===== config.mk =====
export PLATFORM = sky130hd
export DESIGN_NAME = sipo_receiver
export DESIGN_NICKNAME = d
export VERILOG_FILES = /design/src/rtl/sipo_pkg.sv /design/src/rtl/sipo_shift_reg.sv /design/src/rtl/sipo_receiver.sv
export SDC_FILE = /design/constraint.sdc
export NUM_CORES = 1
export LEC_CHECK = 0
export CORE_MARGIN = 4
export CORE_UTILIZATION = 32
export DETAILED_ROUTE_END_ITERATION = 8
export PLACE_DENSITY = 0.56
export SLEW_MARGIN = 20
export SYNTH_ARGS = -nofsm -noshare
export SYNTH_HDL_FRONTEND = slang
export SYNTH_SLANG_ARGS = --single-unit

===== constraint.sdc =====
create_clock -name clk -period 1.95 [get_ports clk]
set_clock_uncertainty 0.05 [all_clocks]
set_input_delay 0.585 -clock clk [delete_from_list [all_inputs] [get_ports clk]]
set_output_delay 0.585 -clock clk [all_outputs]
set_load 0.01 [all_outputs]

===== src/rtl/sipo_pkg.sv =====
// ---------------------------------------------------------------------------
// sipo_pkg
//   Shared definitions for the serial-to-parallel receiver:
//     state_t        receiver FSM states (IDLE, SHIFT, HOLD)
//     WIDTH_DEFAULT  default word length in bits
// ---------------------------------------------------------------------------
package sipo_pkg;

  localparam int WIDTH_DEFAULT = 4;

  typedef enum logic [1:0] {
    IDLE  = 2'd0,
    SHIFT = 2'd1,
    HOLD  = 2'd2
  } state_t;

endpackage : sipo_pkg


===== src/rtl/sipo_shift_reg.sv =====
// ---------------------------------------------------------------------------
// sipo_shift_reg
//   Partial-word register for the receiver. Each position loads the serial
//   bit when enabled and addressed. A clear load starts a new frame: bit 0
//   takes the serial bit and every other position is zeroed, so a partial
//   word from an aborted frame never leaks into the next one.
//
// Ports
//   clk    in   clock, rising edge
//   rst    in   asynchronous active-high reset, zeroes the word
//   en     in   load enable
//   clear  in   with en: start of frame (bit 0 <= din, others <= 0)
//   pos    in   with en and !clear: position that loads din
//   din    in   serial data bit
//   word   out  register contents
// ---------------------------------------------------------------------------
module sipo_shift_reg #(
  parameter int WIDTH = 3,
  parameter int PW    = 2
) (
  input  logic             clk,
  input  logic             rst,
  input  logic             en,
  input  logic             clear,
  input  logic [PW-1:0]    pos,
  input  logic             din,
  output logic [WIDTH-1:0] word
);

  genvar gi;
  generate
    for (gi = 0; gi < WIDTH; gi++) begin : g_bit
      always_ff @(posedge clk or posedge rst) begin
        if (rst) begin
          word[gi] <= 1'b0;
        end else if (en) begin
          if (clear) begin
            word[gi] <= (gi == 0) ? din : 1'b0;
          end else if (pos == PW'(gi)) begin
            word[gi] <= din;
          end
        end
      end
    end
  endgenerate

endmodule : sipo_shift_reg


===== src/rtl/sipo_receiver.sv =====
// ---------------------------------------------------------------------------
// sipo_receiver
//   Collects a WIDTH-bit word sent LSB first on a strobed serial line,
//   together with the adder's final carry, and holds it for a consumer with
//   a ready handshake. A frame begins with in_start on bit 0; a premature
//   start aborts the current frame (frame_err) and a start arriving while a
//   word is still held is dropped (overrun). Both flags are sticky until rst.
//
// Ports
//   clk        in   clock, rising edge
//   rst        in   asynchronous active-high reset
//   in_valid   in   serial bit strobe
//   in_bit     in   serial data bit, LSB first
//   in_start   in   current bit is bit 0 of a new frame
//   in_cout    in   final carry, sampled with the last bit
//   out_ready  in   consumer accepts the held word
//   out_data   out  assembled word
//   out_cout   out  carry captured with the word
//   out_valid  out  out_data/out_cout are valid and held
//   busy       out  a frame is being shifted in
//   overrun    out  sticky: a frame start was dropped while a word was held
//   frame_err  out  sticky: a frame was aborted by a premature start
// ---------------------------------------------------------------------------
module sipo_receiver
  import sipo_pkg::*;
#(
  parameter int WIDTH = WIDTH_DEFAULT
) (
  input  logic             clk,
  input  logic             rst,
  input  logic             in_valid,
  input  logic             in_bit,
  input  logic             in_start,
  input  logic             in_cout,
  input  logic             out_ready,
  output logic [WIDTH-1:0] out_data,
  output logic             out_cout,
  output logic             out_valid,
  output logic             busy,
  output logic             overrun,
  output logic             frame_err
);

  localparam int            CW   = $clog2(WIDTH);
  localparam logic [CW-1:0] LAST = CW'(WIDTH - 1);

  state_t              state, state_next;
  logic [CW-1:0]       cnt, cnt_next;
  logic                sr_en, sr_clear;
  logic                load_word;
  logic                set_overrun, set_frame_err;
  logic [WIDTH-2:0]    partial;

  // Only bits 0..WIDTH-2 are buffered; the last bit goes straight into
  // out_data together with the buffered ones.
  sipo_shift_reg #(
    .WIDTH (WIDTH - 1),
    .PW    (CW)
  ) u_shift (
    .clk   (clk),
    .rst   (rst),
    .en    (sr_en),
    .clear (sr_clear),
    .pos   (cnt),
    .din   (in_bit),
    .word  (partial)
  );

  // State and counter register
  always_ff @(posedge clk or posedge rst) begin
    if (rst) begin
      state <= IDLE;
      cnt   <= '0;
    end else begin
      state <= state_next;
      cnt   <= cnt_next;
    end
  end

  // Next-state, counter and control decode
  always_comb begin
    state_next    = state;
    cnt_next      = cnt;
    sr_en         = 1'b0;
    sr_clear      = 1'b0;
    load_word     = 1'b0;
    set_overrun   = 1'b0;
    set_frame_err = 1'b0;

    unique case (state)
      IDLE: begin
        // Non-start bits here belong to no frame and are dropped silently.
        if (in_valid && in_start) begin
          sr_en      = 1'b1;
          sr_clear   = 1'b1;
          cnt_next   = CW'(1);
          state_next = SHIFT;
        end
      end

      SHIFT: begin
        if (in_valid) begin
          if (in_start) begin
            // Abort and restart with this bit as bit 0.
            set_frame_err = 1'b1;
            sr_en         = 1'b1;
            sr_clear      = 1'b1;
            cnt_next      = CW'(1);
          end else if (cnt == LAST) begin
            load_word  = 1'b1;
            cnt_next   = '0;
            state_next = HOLD;
          end else begin
            sr_en    = 1'b1;
            cnt_next = cnt + CW'(1);
          end
        end
      end

      HOLD: begin
        if (out_ready) begin
          if (in_valid && in_start) begin
            // Release and start the next frame in the same cycle.
            sr_en      = 1'b1;
            sr_clear   = 1'b1;
            cnt_next   = CW'(1);
            state_next = SHIFT;
          end else begin
            state_next = IDLE;
          end
        end else if (in_valid && in_start) begin
          // No room for a new frame: drop it. Its remaining bits carry no
          // start and are ignored in HOLD and IDLE.
          set_overrun = 1'b1;
        end
      end

      default: begin
        state_next = IDLE;
        cnt_next   = '0;
      end
    endcase
  end

  // Output word, carry and sticky flags
  always_ff @(posedge clk or posedge rst) begin
    if (rst) begin
      out_data  <= '0;
      out_cout  <= 1'b0;
      overrun   <= 1'b0;
      frame_err <= 1'b0;
    end else begin
      if (load_word) begin
        out_data <= {in_bit, partial};
        out_cout <= in_cout;
      end
      if (set_overrun) begin
        overrun <= 1'b1;
      end
      if (set_frame_err) begin
        frame_err <= 1'b1;
      end
    end
  end

  assign busy      = (state == SHIFT);
  assign out_valid = (state == HOLD);

endmodule : sipo_receiver


==> results.md <==
- First-pass DRT Iterations: 3
- Instance count of the mapped netlist: 63
- Crit path arrival time: 1.21 ns
- Most frequent cell after synthesis: dfrtp_1
- Count of final setup violators: 0
- PnR worst setup slack: 0.1082 ns
- Library cell with the largest summed area after synthesis: dfrtp_1
- Total leakage power: 0.0004596 µW
- Number of sinks handled by clock tree synthesis: 14
- VDD IR-drop max: 0.0005616 V
- Total length of routed wires: 1391 µm
- Number of rows in the core area: 16
- DRC errors left: 0
- Top cells by count, synth: dfrtp_1, nand2_1, a21oi_1, inv_1, mux2_2
- Initial antenna violation count: 0
- Post-synth design cell area: 708.2 µm²
- Worst reg2reg path startpoint: cnt[0]$_DFFE_PP0P_
- CTS tree: built
- Post-CTS Hold Buffers: 0
- Cells resized by post-CTS repair: 2
- Most frequently used flop master after synthesis: dfrtp_1
- Post-Syn Area per Cell: 11.24 µm²
- Hold Path Class: register to register
- Cell family contributing the most delay on the critical path: flip-flops
- CP max stage cell: dfrtp_1
- Vias in the first global route: 539
- Least-Margin Pin Slew: 0.5293 ns
- R2r endpoint: out_data[3]$_DFFE_PP0P_
- Number of top-level pins: 16
- Die Height: 55.05 µm
- Worst R2R Setup Slack: 0.35 ns
- Cell count of the worst reg-to-reg path: 4
- WL/cell: 11.79 µm
- Unique masters post-synth: 23
- Proportion of synthesized chip area in sequential cells: 49.47%
- Run status: completed
- Cells after DPL: 114
- Total inserted antenna cells: 0
- Pwr dens: 1213 nW/µm²
- Final cell count without fillers: 118
- Crit Path Class: register to primary output
- Final core occ: 49.13%
- Total buffers and inverters traversed by the critical path: 2
- Critical path capture point type: primary output
- Number of enable-type register cells in the synthesized netlist: 0
- Largest fanout of any net on the critical path: 3
- Cell types with the largest area share after synthesis: dfrtp_1, mux2_2, ha_1
- Launching element type of the critical path: register
- Congestion Overflow GR: 0
- Share of synthesized registers carrying an async set or reset: 100.0%
- Series of cell instances along the critical path: nand2b_2 -> inv_1 -> dlygate4sd2_1
- Share of the synthesized area in the top cell type: 49.47%
- Total Die Area: 3030 µm²
- Clock-pin slew on the worst setup and hold paths: 0.09 ns
- Violation count after the first detailed-routing iteration: 8
- Yosys Warn Count: 0
- Pin count of the biggest net entering global routing: 15
- Max-cap violation count: 0
- Total nets after synthesis: 74
- Max H-tree Level: 1
- Setup Fix Bufs, Post-CTS: 0
- Post-place setup slack: -0.1458 ns
- Post-route minimum period: 1.842 ns
- Routability cong.: 0.7193
- Part of the cycle the worst path needs: 94.45%
- Number of buffers inserted during clock tree synthesis: 3
- Worst Hold Depth: 1
- Tightest slew margin relative to the limit: 64.68%
- Hpwl dp: 1128 µm
- Critical Path RT: 1.31 ns
- Fillcell total: 206
- Final #Nets: 103
- Area growth from synthesis to final layout: 40.28%
- Maximum single-stage delay on the critical path: 0.40 ns
- Combined area of the multi-input logic cells: 339.1 µm²
- FMAX: 0.5430 GHz
- Unrepaired setup endpoints after global routing: false
- Slew Viols, Final: 0
- Port Buffer Count: 15
- Startpoint of the lowest-slack hold path: frame_err$_DFFE_PP0N_
- Storage element area: 350.3 µm²
- Starting utilization of the core area: 35.02%
- Routed vias: 548
- Remaining antenna violation count: 0
- Width of the die: 55.05 µm
- Overall Power: 1205 µW
- Flip-flop and latch count after synthesis: 14
- Overall Global Routing Usage: 11.18%
- Share of cells above drive strength 1: 29.67%
- Wire length of the first global-routing pass: 2304 µm
- Clock Tree Root: clkbuf_4
- Final Hold Vio Count: 0
- Endpoint, Worst Hold: frame_err$_DFFE_PP0N_
- Number of vias per cell: 4.644
- Maximum root-to-sink buffer count: 2
- Sum of negative setup slack: 0 ns
- Worst-Skew Late Latency: 0.28 ns
- Core Area: 2022 µm²
[flip-flops by register name, indices dropped and copies added (netlist names)]
name          cells
state             2
overrun           1
u_shift.word      3
out_data          4
cnt               2
frame_err         1
out_cout          1
[worst reg2reg max path, cell delays in order (launching register included)]
cell and delay (ns):
dfrtp_1 0.47, ha_1 0.21, nand2_2 0.08, nor3_4 0.31, mux2_2 0.37
[layout by cell type (no fill, tap or decap)]
| cell type | n |
|---|---|
| a21o_1 | 1 |
| a21oi_1 | 5 |
| a21oi_2 | 2 |
| a31o_2 | 1 |
| and2b_2 | 1 |
| and4bb_4 | 1 |
| buf_4 | 9 |
| clkbuf_4 | 3 |
| clkbuf_8 | 1 |
| clkdlybuf4s50_1 | 13 |
| dfrtp_1 | 14 |
| dlygate4sd2_1 | 2 |
| ha_1 | 4 |
| inv_1 | 5 |
| mux2_2 | 5 |
| mux2_4 | 1 |
| nand2_1 | 6 |
| nand2_2 | 1 |
| nand2b_1 | 2 |
| nand2b_2 | 1 |
| nand3_1 | 3 |
| nor2_1 | 1 |
| nor2b_1 | 1 |
| nor3_4 | 1 |
| o21ai_0 | 4 |
| o21bai_1 | 1 |
| o41ai_1 | 1 |
| or2_1 | 1 |
[worst max-delay path by stage]
stage                    startpoint                     endpoint  slack [ns]  cells past startpoint
2_1_floorplan    cnt[0]$_DFFE_PP0P_  u_shift.word[0]$_DFFE_PP0P_        0.46                      4
3_3_place_gp               in_valid         out_cout$_DFFE_PP0P_       -0.12                      4
3_5_place_dp               in_valid      out_data[3]$_DFFE_PP0P_       -0.15                      4
4_1_cts        state[1]$_DFFE_PP0P_                         busy        0.09                      3
5_1_grt        state[1]$_DFFE_PP0P_                         busy        0.04                      3
6_report       state[1]$_DFFE_PP0P_                         busy        0.11                      3
[where the power goes]
part	switching [µW]	leakage (µW)	internal [µW]
clock network	99.8	0.0000210	114
registers	76.9	0.000174	391
logic	226	0.000265	299
[routing by layer]
metal | vias up | part of all wire [%] | global-route usage [%]
li1 | 272 | - | -
met1 | 258 | 43 | 13.08
met2 | 16 | 49 | 17.52
met3 | 2 | 7.8 | 5.898
met4 | 0 | 0.58 | 3.644
met5 | - | 0 | 0
[kinds of logic after synthesis]
kind of cell	count (synthesis)	synth area share, %
adder cells (fa/ha/maj)	4	7.067
AND/OR/NAND/NOR	19	17.32
flip-flops	14	49.47
buffers and inverters	5	2.650
AO/OA/AOI/OAI	15	13.43
multiplexers	6	10.07
[metrics by stage]
step / cell area, µm² / hold slack, ns
6_report: 993.5 / 0.4306
5_1_grt: 993.5 / 0.4504
4_1_cts: 993.5 / 0.4404
3_5_place_dp: 959.7 / 0.4133
3_3_place_gp: 959.7 / 0.4085
2_1_floorplan: 708.2 / 0.4242
[final cells by class]
class | instances | area share [%]
clock buffer | 4 | 3.652
inverter | 5 | 1.889
multi-input combinational | 44 | 34.13
sequential | 14 | 35.26
tap | 27 | 3.401
timing repair buffer | 24 | 21.66
Power figures use the tool's default switching activity.
